**src/rtl/instr_fetch_pkg.sv**
```systemverilog
// Shared constants and types for the instruction fetch stage.
package instr_fetch_pkg;

    localparam logic [1:0] S_VEC      = 2'd0;
    localparam logic [1:0] S_VEC_WAIT = 2'd1;
    localparam logic [1:0] S_RUN      = 2'd2;

    localparam logic [15:0] RESET_VECTOR_DEF = 16'hFFFE;
    localparam logic [15:0] PC_INC           = 16'd2;

    typedef struct packed {
        logic [15:0] data;
        logic [15:0] addr;
    } fetch_word_t;

    function automatic logic [15:0] word_align(input logic [15:0] a);
        return a & 16'hFFFE;
    endfunction

endpackage

```
**src/rtl/fetch_fifo.sv**
```systemverilog
// Synchronous {data, addr} FIFO with flush, simultaneous push/pop and occupancy count.
module fetch_fifo
    import instr_fetch_pkg::*;
#(
    parameter int DEPTH = 2,
    localparam int AW = $clog2(DEPTH),
    localparam int CW = $clog2(DEPTH + 1)
) (
    input  logic              clk,
    input  logic              rst,
    input  logic              i_flush,
    input  logic              i_push,
    input  fetch_word_t       i_wdata,
    input  logic              i_pop,
    output fetch_word_t       o_head,
    output logic              o_valid,
    output logic [CW-1:0]     o_count
);

    fetch_word_t       r_mem [DEPTH];
    fetch_word_t       r_hold;
    logic [AW-1:0]     r_wr_ptr;
    logic [AW-1:0]     r_rd_ptr;
    logic [CW-1:0]     r_count;
    logic              w_push;
    logic              w_pop;
    logic              w_valid;

    function automatic logic [AW-1:0] ptr_next(input logic [AW-1:0] p);
        return (p == AW'(DEPTH - 1)) ? '0 : p + 1'b1;
    endfunction

    assign w_valid = (r_count != '0);
    assign w_push  = i_push & ~i_flush;
    assign w_pop   = i_pop & w_valid & ~i_flush;

    always_ff @(posedge clk) begin
        if (rst || i_flush) begin
            r_wr_ptr <= '0;
            r_rd_ptr <= '0;
            r_count  <= '0;
        end else begin
            if (w_push) r_wr_ptr <= ptr_next(r_wr_ptr);
            if (w_pop)  r_rd_ptr <= ptr_next(r_rd_ptr);
            r_count <= r_count + CW'(w_push) - CW'(w_pop);
        end
    end

    always_ff @(posedge clk) begin
        if (w_push) r_mem[r_wr_ptr] <= i_wdata;
    end

    // Tracks the last presented head so the outputs hold steady once empty.
    always_ff @(posedge clk) begin
        if (rst)          r_hold <= '0;
        else if (w_valid) r_hold <= r_mem[r_rd_ptr];
    end

    assign o_valid = w_valid;
    assign o_head  = w_valid ? r_mem[r_rd_ptr] : r_hold;
    assign o_count = r_count;

endmodule

```
**src/rtl/instr_fetch.sv**
```systemverilog
// Instruction fetch: reset-vector load, credit-based ROM issue, FIFO to decoder, redirect/flush.
//   state      | meaning
//   S_VEC      | read ROM at RESET_VECTOR
//   S_VEC_WAIT | capture vector word into fetch PC
//   S_RUN      | stream words, honour redirects
module instr_fetch
    import instr_fetch_pkg::*;
#(
    parameter int          DEPTH        = 2,
    parameter logic [15:0] RESET_VECTOR = RESET_VECTOR_DEF
) (
    input  logic        clk,
    input  logic        rst,
    input  logic [15:0] MDB_out,
    output logic [15:0] MAB,
    output logic        mem_rd,
    input  logic        pc_load,
    input  logic [15:0] pc_new,
    output logic [15:0] instr,
    output logic [15:0] instr_addr,
    output logic        instr_valid,
    input  logic        instr_ready,
    output logic [15:0] fetch_pc
);

    localparam int CW = $clog2(DEPTH + 1);

    logic [1:0]     r_state;
    logic [15:0]    r_fetch_pc;
    logic [15:0]    r_issue_addr;
    logic           r_inflight;

    logic           w_run;
    logic           w_redirect;
    logic           w_issue;
    logic           w_push;
    logic           w_pop;
    logic           w_valid;
    logic [CW-1:0]  w_count;
    logic [CW:0]    w_credit;
    fetch_word_t    w_head;
    fetch_word_t    w_wdata;

    assign w_run      = (r_state == S_RUN);
    assign w_redirect = w_run & pc_load;
    assign w_pop      = w_valid & instr_ready;

    // A word popped this cycle frees its slot for this cycle's issue, which is what sustains 1 word/cycle.
    assign w_credit = {1'b0, w_count} + (CW + 1)'(r_inflight) - (CW + 1)'(w_pop);
    assign w_issue  = w_run & ~pc_load & ~rst & (w_credit < (CW + 1)'(DEPTH));
    assign w_push   = w_run & r_inflight & ~pc_load;
    assign w_wdata  = '{data: MDB_out, addr: r_issue_addr};

    assign mem_rd = ~rst & ((r_state == S_VEC) | w_issue);
    assign MAB    = w_run ? r_fetch_pc : RESET_VECTOR;

    always_ff @(posedge clk) begin
        if (rst) begin
            r_state      <= S_VEC;
            r_fetch_pc   <= '0;
            r_issue_addr <= '0;
            r_inflight   <= 1'b0;
        end else begin
            case (r_state)
                S_VEC: begin
                    r_state    <= S_VEC_WAIT;
                    r_inflight <= 1'b0;
                end
                S_VEC_WAIT: begin
                    r_fetch_pc <= word_align(MDB_out);
                    r_state    <= S_RUN;
                end
                S_RUN: begin
                    r_inflight <= w_issue;
                    if (pc_load) begin
                        r_fetch_pc <= word_align(pc_new);
                    end else if (w_issue) begin
                        r_fetch_pc   <= r_fetch_pc + PC_INC;
                        r_issue_addr <= r_fetch_pc;
                    end
                end
                default: begin
                    r_state    <= S_VEC;
                    r_inflight <= 1'b0;
                end
            endcase
        end
    end

    fetch_fifo #(.DEPTH(DEPTH)) u_fifo (
        .clk     (clk),
        .rst     (rst),
        .i_flush (w_redirect),
        .i_push  (w_push),
        .i_wdata (w_wdata),
        .i_pop   (w_pop),
        .o_head  (w_head),
        .o_valid (w_valid),
        .o_count (w_count)
    );

    assign instr       = w_head.data;
    assign instr_addr  = w_head.addr;
    assign instr_valid = w_valid;
    assign fetch_pc    = r_fetch_pc;

endmodule
```
**config.mk**
```make
export PLATFORM = sky130hd
export DESIGN_NAME = instr_fetch
export DESIGN_NICKNAME = d
export VERILOG_FILES = /design/src/rtl/instr_fetch_pkg.sv /design/src/rtl/fetch_fifo.sv /design/src/rtl/instr_fetch.sv
export SDC_FILE = /design/constraint.sdc
export NUM_CORES = 1
export LEC_CHECK = 0
export CAP_MARGIN = 20
export CELL_PAD_IN_SITES_DETAIL_PLACEMENT = 1
export CELL_PAD_IN_SITES_GLOBAL_PLACEMENT = 1
export CORE_ASPECT_RATIO = 0.5
export CORE_MARGIN = 5
export CORE_UTILIZATION = 40
export CTS_BUF_LIST = sky130_fd_sc_hd__clkbuf_2 sky130_fd_sc_hd__clkbuf_4 sky130_fd_sc_hd__clkbuf_8
export CTS_CLUSTER_SIZE = 8
export DETAILED_ROUTE_END_ITERATION = 8
export GPL_TIMING_DRIVEN = 0
export MAX_ROUTING_LAYER = met4
export PLACE_DENSITY = 0.85
export SETUP_SLACK_MARGIN = 0.02
export SYNTH_ARGS = -nofsm -noshare
export SYNTH_HDL_FRONTEND = slang
export SYNTH_SLANG_ARGS = --single-unit
```
**constraint.sdc**
```tcl
create_clock -name clk -period 5.46 [get_ports clk]
set_input_delay 1.365 -clock clk [delete_from_list [all_inputs] [get_ports clk]]
set_output_delay 1.365 -clock clk [all_outputs]
set_load 0.02 [all_outputs]
```
Yosys cells after proc, flatten, opt, wreduce, memory -nomap -nowiden
Memory sizes are Yosys's and may differ from the RTL's. A register that Yosys moved wholly into a read port is not among the register bits.
Index checks and enable logic that the tools add are counted.
W data, S select, Z words.
Operators by class
  add/subtract/negate cells: 7
  reduce and logical (&&, ||, !) cells: 6
  $mul: 0
  $lt $le $gt $ge: 1
  div/mod/pow operators: 0
  bitwise operators: 15
  shifts and indexed selects: 0
  multiplexer cells: 13
  equality and inequality tests: 3
Operators with widths (number)
  $mux W16: 3
  $mux W32: 1
  $pmux W16 S2: 1
  $add A16 B2 Y16 const B: 1
  $and A1 B1 Y1: 11
  $mux W1: 6
  $pmux W2 S3: 1
  $reduce_bool A2 Y1: 2
  $add A2 B1 Y3: 1
  $lt A3 B2 Y1 const B: 1
  $ne A3 B2 Y1 const B: 1
  $not A1 Y1: 3
  $reduce_and A3 Y1: 1
  $sub A3 B1 Y3: 1
  $add A1 B1 Y1 const B: 2
  $add A2 B1 Y2: 1
  $eq A2 B1 Y1 const B: 1
  $eq A2 B2 Y1 const B: 1
  $logic_not A2 Y1: 1
  $pmux W1 S2: 1
  $reduce_and A2 Y1: 1
  $sub A2 B1 Y2: 1
  $logic_or A1 B1 Y1: 1
  $or A1 B1 Y1: 1
Word-level totals
  latch bits: 0
  output and inout port bits: 66
  memories kept: 1
  bits in writable memories: 64
  register bits after elaboration: 71
  ROM bits: 0
Memory list
  u_fifo.r_mem: words 2, bits a word 32, read ports 1, clocked after memory_dff 1, write ports 1, line fetch_fifo.sv:20  | fetch_word_t r_mem [DEPTH];

Logic depth before layout (Yosys ltp)
Gate-level depths: netlist (run 1).
  word-level depth: 8
  mapped depth: 13
  mapped depth without buffers: 10

By module
From an unflattened synthesis (run 1), not the netlist that was laid out.
Second synthesis, totals
  cell total of the unflattened synthesis: 514
  area total of the unflattened synthesis: 5893.2 um^2
Modules (own cells, without submodules)
  fetch_fifo: seq. area each 2662.6 um^2, instances 1, area each 3916.3 um^2, cells an instance 271
  instr_fetch: seq. area each 660.6 um^2, instances 1, area each 1976.9 um^2, cells an instance 243

Least setup slack after synthesis (run 1)
No wires, ideal clock.
  kind: input to output
  from: input instr_ready
  to: output mem_rd
  slack: 760 ps
  data required time: 4095 ps
  arrival: 3335 ps
  stages on the path: 10
  cells stage by stage: and2_1 -> ha_1 -> nand2b_1 -> fa_1 -> nand2b_4 -> nor3_2 -> buf_6 -> buf_6 -> nor2_1 -> nor2_1
Between the ends
  word-level cells in the longest chain between the ends: 6
Ends and longest elaborated chain
  from (decl): line instr_fetch.sv:22  | input logic instr_ready,
  $and A1 B1 Y1: line instr_fetch.sv:46  | assign w_pop = w_valid & instr_ready;
  $sub A3 B1 Y3: line instr_fetch.sv:49  | assign w_credit = {1'b0, w_count} + (CW + 1)'(r_inflight) - (CW + 1)'(w_pop);
  $lt A3 B2 Y1: line instr_fetch.sv:50  | assign w_issue = w_run & ~pc_load & ~rst & (w_credit < (CW + 1)'(DEPTH));
  $and A1 B1 Y1: line instr_fetch.sv:50
  $or A1 B1 Y1: line instr_fetch.sv:54  | assign mem_rd = ~rst & ((r_state == S_VEC) | w_issue);
  $and A1 B1 Y1: line instr_fetch.sv:54
  to (decl): line instr_fetch.sv:16  | output logic mem_rd,
No other way between the ends.

Worst setup path in the final report (run 1)
Ends and elaborated chain as after synthesis.

==> qor.yml, run 1 <==
critPathMaxStageDelay_ns: 0.58
crit_buf_inv: 3
cts_sinks: 132
die_area_sq_um: 16800
area.growth.synth_to_final_pct: 29.5
ant_nets: 0
pwr-share-comb_pct: 26.9
power.leakage_uw: 0.00257
tightest_slew_ns: 0.832
hold-path-cell-count: 0
grt_use_total_pct: 21.7
layout.nets: 667
clk_pin_slew_worst_paths_ns: 0.08
postLayoutCoreUtil_pct: 53.4
pre_cts_ws_ns: -0.406
setup_viol: 0
cp.required_ns: 4.09
seqPwrFrac_pct: 43.4
finalHoldViolCount: 0
drc_errors: 0
ys_seq_elements: 132
yosys_warnings: 0
rows: 30
io_buffers: 97
cp.depth: 11
period_share_pct: 97.0
gp_congestion: 0.897
grt_pass1_wl_um: 26500
synth_area_sq_um: 5650
viasPerCell: 5.41
dpl-instance-area_sq_um: 6910
power_density_nw_per_um2: 363
firstDrtPassIters: 5
arrival_ns: 3.93
synth_edf_count: 62
cts_root_buf: "clkbuf_8"
synth_ff_type: "dfxtp_1"
cts_made_buffers: 17
seq_area_frac_synth_pct: 57.7
fin_skew_ns: 0.0119
p_int_uw: 1770
period_needed_ns: 5.29
rsz0062_at_grt: "no"
die_width_um: 178
die_h_um: 94.1
worstPathMaxFanout: 17
switching_share_pct: 33.4
cp-end-kind: "output pin"
p_sw_uw: 888
cp_common_cell: "nor2_1"
async_reset_ff_share_pct: 0
maxSlewViolCount: 0
crit_slowest_cell: "fa_2"
start_util_pct: 41.3
via_count: 4474
vdd_ir_drop_max_mv: 0.202
hold_class: "reg2reg"
diodes: 0
boundaryPins: 102
first_global_vias: 4571
grt_max_degree: 32
drive_gt1_share_pct: 12.8
post-place-cells: 789
yosys.cell_types.count: 54
setup_slack_ns: 0.166
r2r_cells: 12
worstSetupStartpointType: "primary input"
fin_cells: 827
drt_iter0_drc: 349
postLayoutCellArea_sq_um: 7320
grt_antenna_before_repair: 0
crit_type: "in2out"
clockBufferDepth: 2
hold_buffers: 0
slew_headroom_pct: 44.5
grt-ovfl-total: 0
power_uw: 2660
core_sq_um: 13700
cpLargestDelayFamily: "simple AND/OR/NAND/NOR gates"
max_freq_mhz: 189
p_clk_share_pct: 29.7
drt-total-wl_um: 17300
cts_tree: "yes"
status: "completed"
synth.avg_cell_area_sq_um: 11.4
worstPathCellList: "clkdlybuf4s50_1, and2_1, ha_1, nand2b_1, fa_2, nand2b_4, nor3_2, buf_6, nor2_1, nor2_1, buf_4"
worst_skew_pair.late_latency_ns: 0.45
cts_max_level: 4
cap_violations: 0
dp_hpwl_um: 12400
postSynthCellCount: 496
routedWlPerCell_um: 20.9
==> cell usage in the layout, fill, tap and decap left out, types with 7 or more instances in the layout <==
cell / instances
nand2b_1: 16
buf_2: 16
nand2_1: 41
buf_4: 13
and2_1: 37
clkbuf_8: 17
o21ai_0: 24
a21oi_1: 7
edfxtp_1: 62
clkbuf_1: 12
o21ai_1: 12
nor2_1: 26
ha_1: 8
inv_1: 9
a22oi_1: 13
nand3_1: 9
dfxtp_1: 70
mux2i_1: 50
clkdlybuf4s50_1: 96
==> path summary, 6_finish.rpt <==
path	from	end	slack [ns]
worst min-delay path	r_issue_addr[8]$_SDFFE_PP0P_	u_fifo.r_mem[1][8]$_DFFE_PP_	0.46
worst min register to register	r_issue_addr[8]$_SDFFE_PP0P_	u_fifo.r_mem[1][8]$_DFFE_PP_	0.46
worst max-delay path	instr_ready	mem_rd	0.17
worst max register to register	u_fifo.o_count[1]$_SDFF_PP0_	fetch_pc[12]$_SDFFE_PP0P_	2.07
==> state kept, by name (all words and copies together) (netlist names), 2 cells and up, named ones only <==
register and flops:
u_fifo.r_mem 62, fetch_pc 15, u_fifo.r_hold 32, u_fifo.o_count 2, r_state 2, r_issue_addr 15
==> cells in the mapped netlist (3+ instances only) <==
| cell type | number | share of area [%] |
|---|---|---|
| nor3_1 | 5 | 0.44 |
| a22oi_1 | 13 | 1.7 |
| a221oi_1 | 3 | 0.46 |
| xnor2_1 | 3 | 0.46 |
| and2_1 | 37 | 4.1 |
| o32ai_1 | 3 | 0.46 |
| a21oi_1 | 7 | 0.62 |
| o21ai_1 | 12 | 1.1 |
| nor2_1 | 26 | 1.7 |
| o31ai_1 | 4 | 0.53 |
| a32o_1 | 5 | 0.89 |
| nand2b_1 | 16 | 1.8 |
| o211ai_1 | 3 | 0.40 |
| nand4_1 | 4 | 0.44 |
| o221ai_1 | 3 | 0.46 |
| nand2_1 | 41 | 2.7 |
| clkbuf_1 | 12 | 0.80 |
| dfxtp_1 | 70 | 25 |
| nor2b_1 | 4 | 0.44 |
| and4_1 | 4 | 0.62 |
| buf_2 | 16 | 1.4 |
| o21ai_0 | 24 | 2.1 |
| mux2i_1 | 50 | 8.9 |
| ha_1 | 8 | 1.8 |
| inv_1 | 9 | 0.60 |
| and3_1 | 6 | 0.66 |
| nand3_1 | 9 | 0.80 |
| edfxtp_1 | 62 | 33 |
| buf_6 | 3 | 0.60 |
| buf_4 | 5 | 0.66 |
==> cell type report <==
cell class / instances / area (sq um)
timing repair buffer: 107 / 1050
inverter: 10 / 37.5
sequential: 132 / 3260
clock buffer: 18 / 241
tap: 192 / 240
clock inverter: 14 / 129
buffer: 37 / 195
multi-input combinational: 317 / 2160
fill: 1443 / 6380
==> through the flow <==
step | hold slack [ns] | setup TNS, ns
floorplan | 0.425 | 0
global placement | 0.433 | -44.68
detailed placement | 0.444 | -0.406
CTS | 0.465 | 0
global route | 0.479 | 0
finish | 0.464 | 0
==> timing repair <==
item | 4_1_cts | 5_1_grt
pin swaps | 0 | 0
setup endpoints to repair | 1 | 1
resized for setup | 4 | 2
buffers inserted | 0 | 7
==> worst register-to-register path, stage by stage (launching register included) <==
cell and delay [ns]:
dfxtp_1 0.41, nor2_1 0.22, buf_2 0.32, inv_1 0.09
and2_1 0.20, ha_1 0.27, nand2b_1 0.16, fa_2 0.58
nor2b_1 0.27, nand3_1 0.17, buf_4 0.22, a21oi_2 0.27
a32o_1 0.17
==> metal layers <==
layer	track usage, %	part of all wire (%)
met5	-	0
met4	6.75	1.7
met3	4.58	5.2
met2	34.1	48
met1	28.5	45
==> power groups by stage <==
stage	Clock [uW]	Combinational, uW	Sequential [uW]
4_1_cts	795	712	1150
2_1_floorplan	0	367	1180
6_report	789	714	1150
3_5_place_dp	0	707	1170
5_1_grt	842	760	1160
3_3_place_gp	0	688	1170
==> kinds of logic after synthesis <==
family	after synthesis	share of synthesized area [%]
AND/OR/NAND/NOR	162	15.4
flip-flops	132	57.7
AO/OA/AOI/OAI	89	10.6
multiplexers	50	8.85
buffers and inverters	48	4.32
adder cells (fa/ha/maj)	9	2.12
XOR/XNOR	5	0.908
other	1	0.0663
(Power assumes the default switching activity.)
==> inputs of run 2 (changes only) <==
--- a/config.mk
+++ b/config.mk
@@ -5,7 +5,6 @@
 export SDC_FILE = /design/constraint.sdc
 export NUM_CORES = 1
 export LEC_CHECK = 0
-export CAP_MARGIN = 20
 export CELL_PAD_IN_SITES_DETAIL_PLACEMENT = 1
 export CELL_PAD_IN_SITES_GLOBAL_PLACEMENT = 1
 export CORE_ASPECT_RATIO = 0.5
@@ -21,3 +20,4 @@
 export SYNTH_ARGS = -nofsm -noshare
 export SYNTH_HDL_FRONTEND = slang
 export SYNTH_SLANG_ARGS = --single-unit
+export TNS_END_PERCENT = 50
==> results of run 2 <==
The final DEF is identical to that of run 1; final timing and power are the same.
==> inputs of run 3 (changes only) <==
==> constraint.sdc (replaced) <==
create_clock -name clk -period 5.46 [get_ports clk]
set_input_delay 1.365 -clock clk [delete_from_list [all_inputs] [get_ports clk]]
set_output_delay 1.365 -clock clk [all_outputs]
set_load 0.1 [all_outputs]
==> run 3 against run 2 <==
Combinational power is 79% higher. Setup slack gained 0.021 ns. Highest routed layer unchanged. Hold slack worse by 0.0063 ns. First-iteration DRC count is 7.2% higher.
==> qor.yml, run 3 (synthesis gave the netlist of run 1 again) <==
cpLargestDelayFamily: "buffers and inverters"  # was simple AND/OR/NAND/NOR gates
worst_skew_pair.late_latency_ns: 0.43  # was 0.45 ns
crit_buf_inv: 3  # unchanged
worstPathMaxFanout: 11  # was 17
via_count: 4449  # was 4474
worstSetupStartpointType: "primary input"  # unchanged
cts_made_buffers: 17  # unchanged
period_share_pct: 96.6  # was 97.0%
grt-ovfl-total: 0  # unchanged
die_area_sq_um: 16800  # unchanged
io_buffers: 97  # unchanged
tightest_slew_ns: 0.999  # was 0.832 ns
finalHoldViolCount: 0  # unchanged
drc_errors: 0  # unchanged
grt_pass1_wl_um: 26500  # about the same
cts_max_level: 4  # unchanged
start_util_pct: 41.3  # unchanged
gp_congestion: 0.881  # was 0.897
period_needed_ns: 5.27  # was 5.29 ns
cts_root_buf: "clkbuf_8"  # unchanged
critPathMaxStageDelay_ns: 0.59  # was 0.58 ns
clockBufferDepth: 2  # unchanged
max_freq_mhz: 190  # was 189 MHz
die_h_um: 94.1  # unchanged
worstPathCellList: "clkdlybuf4s50_1, and2_4, ha_1, nand2b_1, fa_2, nand2b_4, nor3_4, buf_6, nor2_1, nor2_2, buf_12"  # was clkdlybuf4s50_1, and2_1, ha_1, nand2b_1, fa_2, nand2b_4, nor3_2, buf_6, nor2_1, nor2_1, buf_4
post-place-cells: 789  # unchanged
multiInputGateArea_sq_um: 2170  # was 2160 sq um
power.leakage_uw: 0.00253  # was 0.00257 uW
layout.nets: 661  # was 667
hold_class: "reg2reg"  # unchanged
rows: 30  # unchanged
first_global_vias: 4718  # was 4571
ant_nets: 0  # unchanged
final_cell_mix: "96 x clkdlybuf4s50_1, 70 x dfxtp_1, 62 x edfxtp_1"  # unchanged
final_common_cell: "clkdlybuf4s50_1"  # unchanged
diodes: 0  # unchanged
drive_gt1_share_pct: 11.6  # was 12.8%
vdd_ir_drop_max_mv: 0.183  # was 0.202 mV
largestRegisters: "u_fifo.r_mem (62), u_fifo.r_hold (32)"  # unchanged
slew_headroom_pct: 33.2  # was 44.5%
firstDrtPassIters: 5  # unchanged
dp_hpwl_um: 12400  # about the same
cap_violations: 0  # unchanged
cp.required_ns: 4.09  # about the same
core_sq_um: 13700  # unchanged
fillers: 1488  # was 1443
cts_sinks: 132  # unchanged
viasPerCell: 5.42  # was 5.41
boundaryPins: 102  # unchanged
rsz0062_at_grt: "no"  # unchanged
grt_antenna_before_repair: 1  # was 0
largest_reg_flops: 62  # unchanged
die_width_um: 178  # unchanged
fin_cells: 821  # was 827
cts_tree: "yes"  # unchanged
seq_area_sq_um: 3260  # unchanged
setup_viol: 0  # unchanged
grt_use_total_pct: 21.6  # was 21.7%
crit_type: "in2out"  # unchanged
drt-total-wl_um: 17200  # was 17300 um
crit_slowest_cell: "fa_2"  # unchanged
routedWlPerCell_um: 21.0  # was 20.9 um
clk_pin_slew_worst_paths_ns: 0.08  # about the same
fin_skew_ns: 0.0149  # was 0.0119 ns
status: "completed"  # unchanged
hold_buffers: 0  # unchanged
arrival_ns: 3.91  # was 3.93 ns
cp-end-kind: "output pin"  # unchanged
grt_max_degree: 32  # unchanged
maxSlewViolCount: 0  # unchanged
regMostFlops: "u_fifo.r_mem"  # unchanged
drt_iter0_drc: 374  # was 349
area.growth.synth_to_final_pct: 28.4  # was 29.5%
postLayoutCoreUtil_pct: 53.0  # was 53.4%
power_density_nw_per_um2: 434  # was 363 nW/um^2
-- run 3: worst reg2reg max path, delay by kind of cell (launching register included) --
family | cells | cell delay, ns
DFF | 1 | 0.41
and+or+nand+nor | 5 | 1.04
AOI/OAI and AO/OA | 2 | 0.47
adders and majority gates | 2 | 0.85
buffers and inverters | 3 | 0.67
-- run 3: area by class of cell --
type                    instances  share of cell area, %
multi-input cells             317                   29.9
flip-flops and latches        132                   45.0
clock buffers                  18                   3.33
clock inverters                14                   1.21
repair buffers                101                   14.1
plain buffers                  37                   2.69
inverters                      10                  0.517
well taps                     192                   3.31
-- run 3: stage by stage --
step	setup WS (ns)	hold slack [ns]	instance area, sq um	total power, uW	TNS [ns]
6_report	0.186	0.457	7260	3150	0
5_1_grt	0.0558	0.468	7260	3260	0
4_1_cts	0.0353	0.457	7260	3160	0
3_5_place_dp	-0.896	0.443	6910	2450	-0.896
3_3_place_gp	-1.40	0.432	6870	2430	-45.42
2_1_floorplan	0.222	0.425	5660	2110	0
-- run 3: path summary, 6_finish.rpt --
path	slack (ns)	to	startpoint	depth (start not counted)
worst max register to register	1.97	fetch_pc[12]$_SDFFE_PP0P_	u_fifo.o_count[1]$_SDFF_PP0_	12
worst min-delay path	0.46	u_fifo.r_mem[1][4]$_DFFE_PP_	r_issue_addr[4]$_SDFFE_PP0P_	0
worst min register to register	0.46	u_fifo.r_mem[1][4]$_DFFE_PP_	r_issue_addr[4]$_SDFFE_PP0P_	0
worst max-delay path	0.19	mem_rd	instr_ready	11
-- run 3: repair_timing --
action,CTS,global route
pin swaps,1,2
resized for setup,10,2
endpoints found under the hold margin,0,0
buffers inserted,1,0
setup endpoints to repair,1,1
-- run 3: power breakdown --
part           total [uW]  leakage, uW  switching (uW)  internal [uW]
sequential           1150      0.00111            64.7           1090
combinational        1280      0.00126             976            309
clock                 710     0.000163             395            314
total                3150      0.00253            1440           1710
-- run 3: layer usage --
layer,track usage (%),part of all wire (%),wire (um)
met1,27.0,43,7430
met2,35.0,49,8420
met3,5.43,6.9,1190
met4,6.43,1.0,174
met5,-,0,0
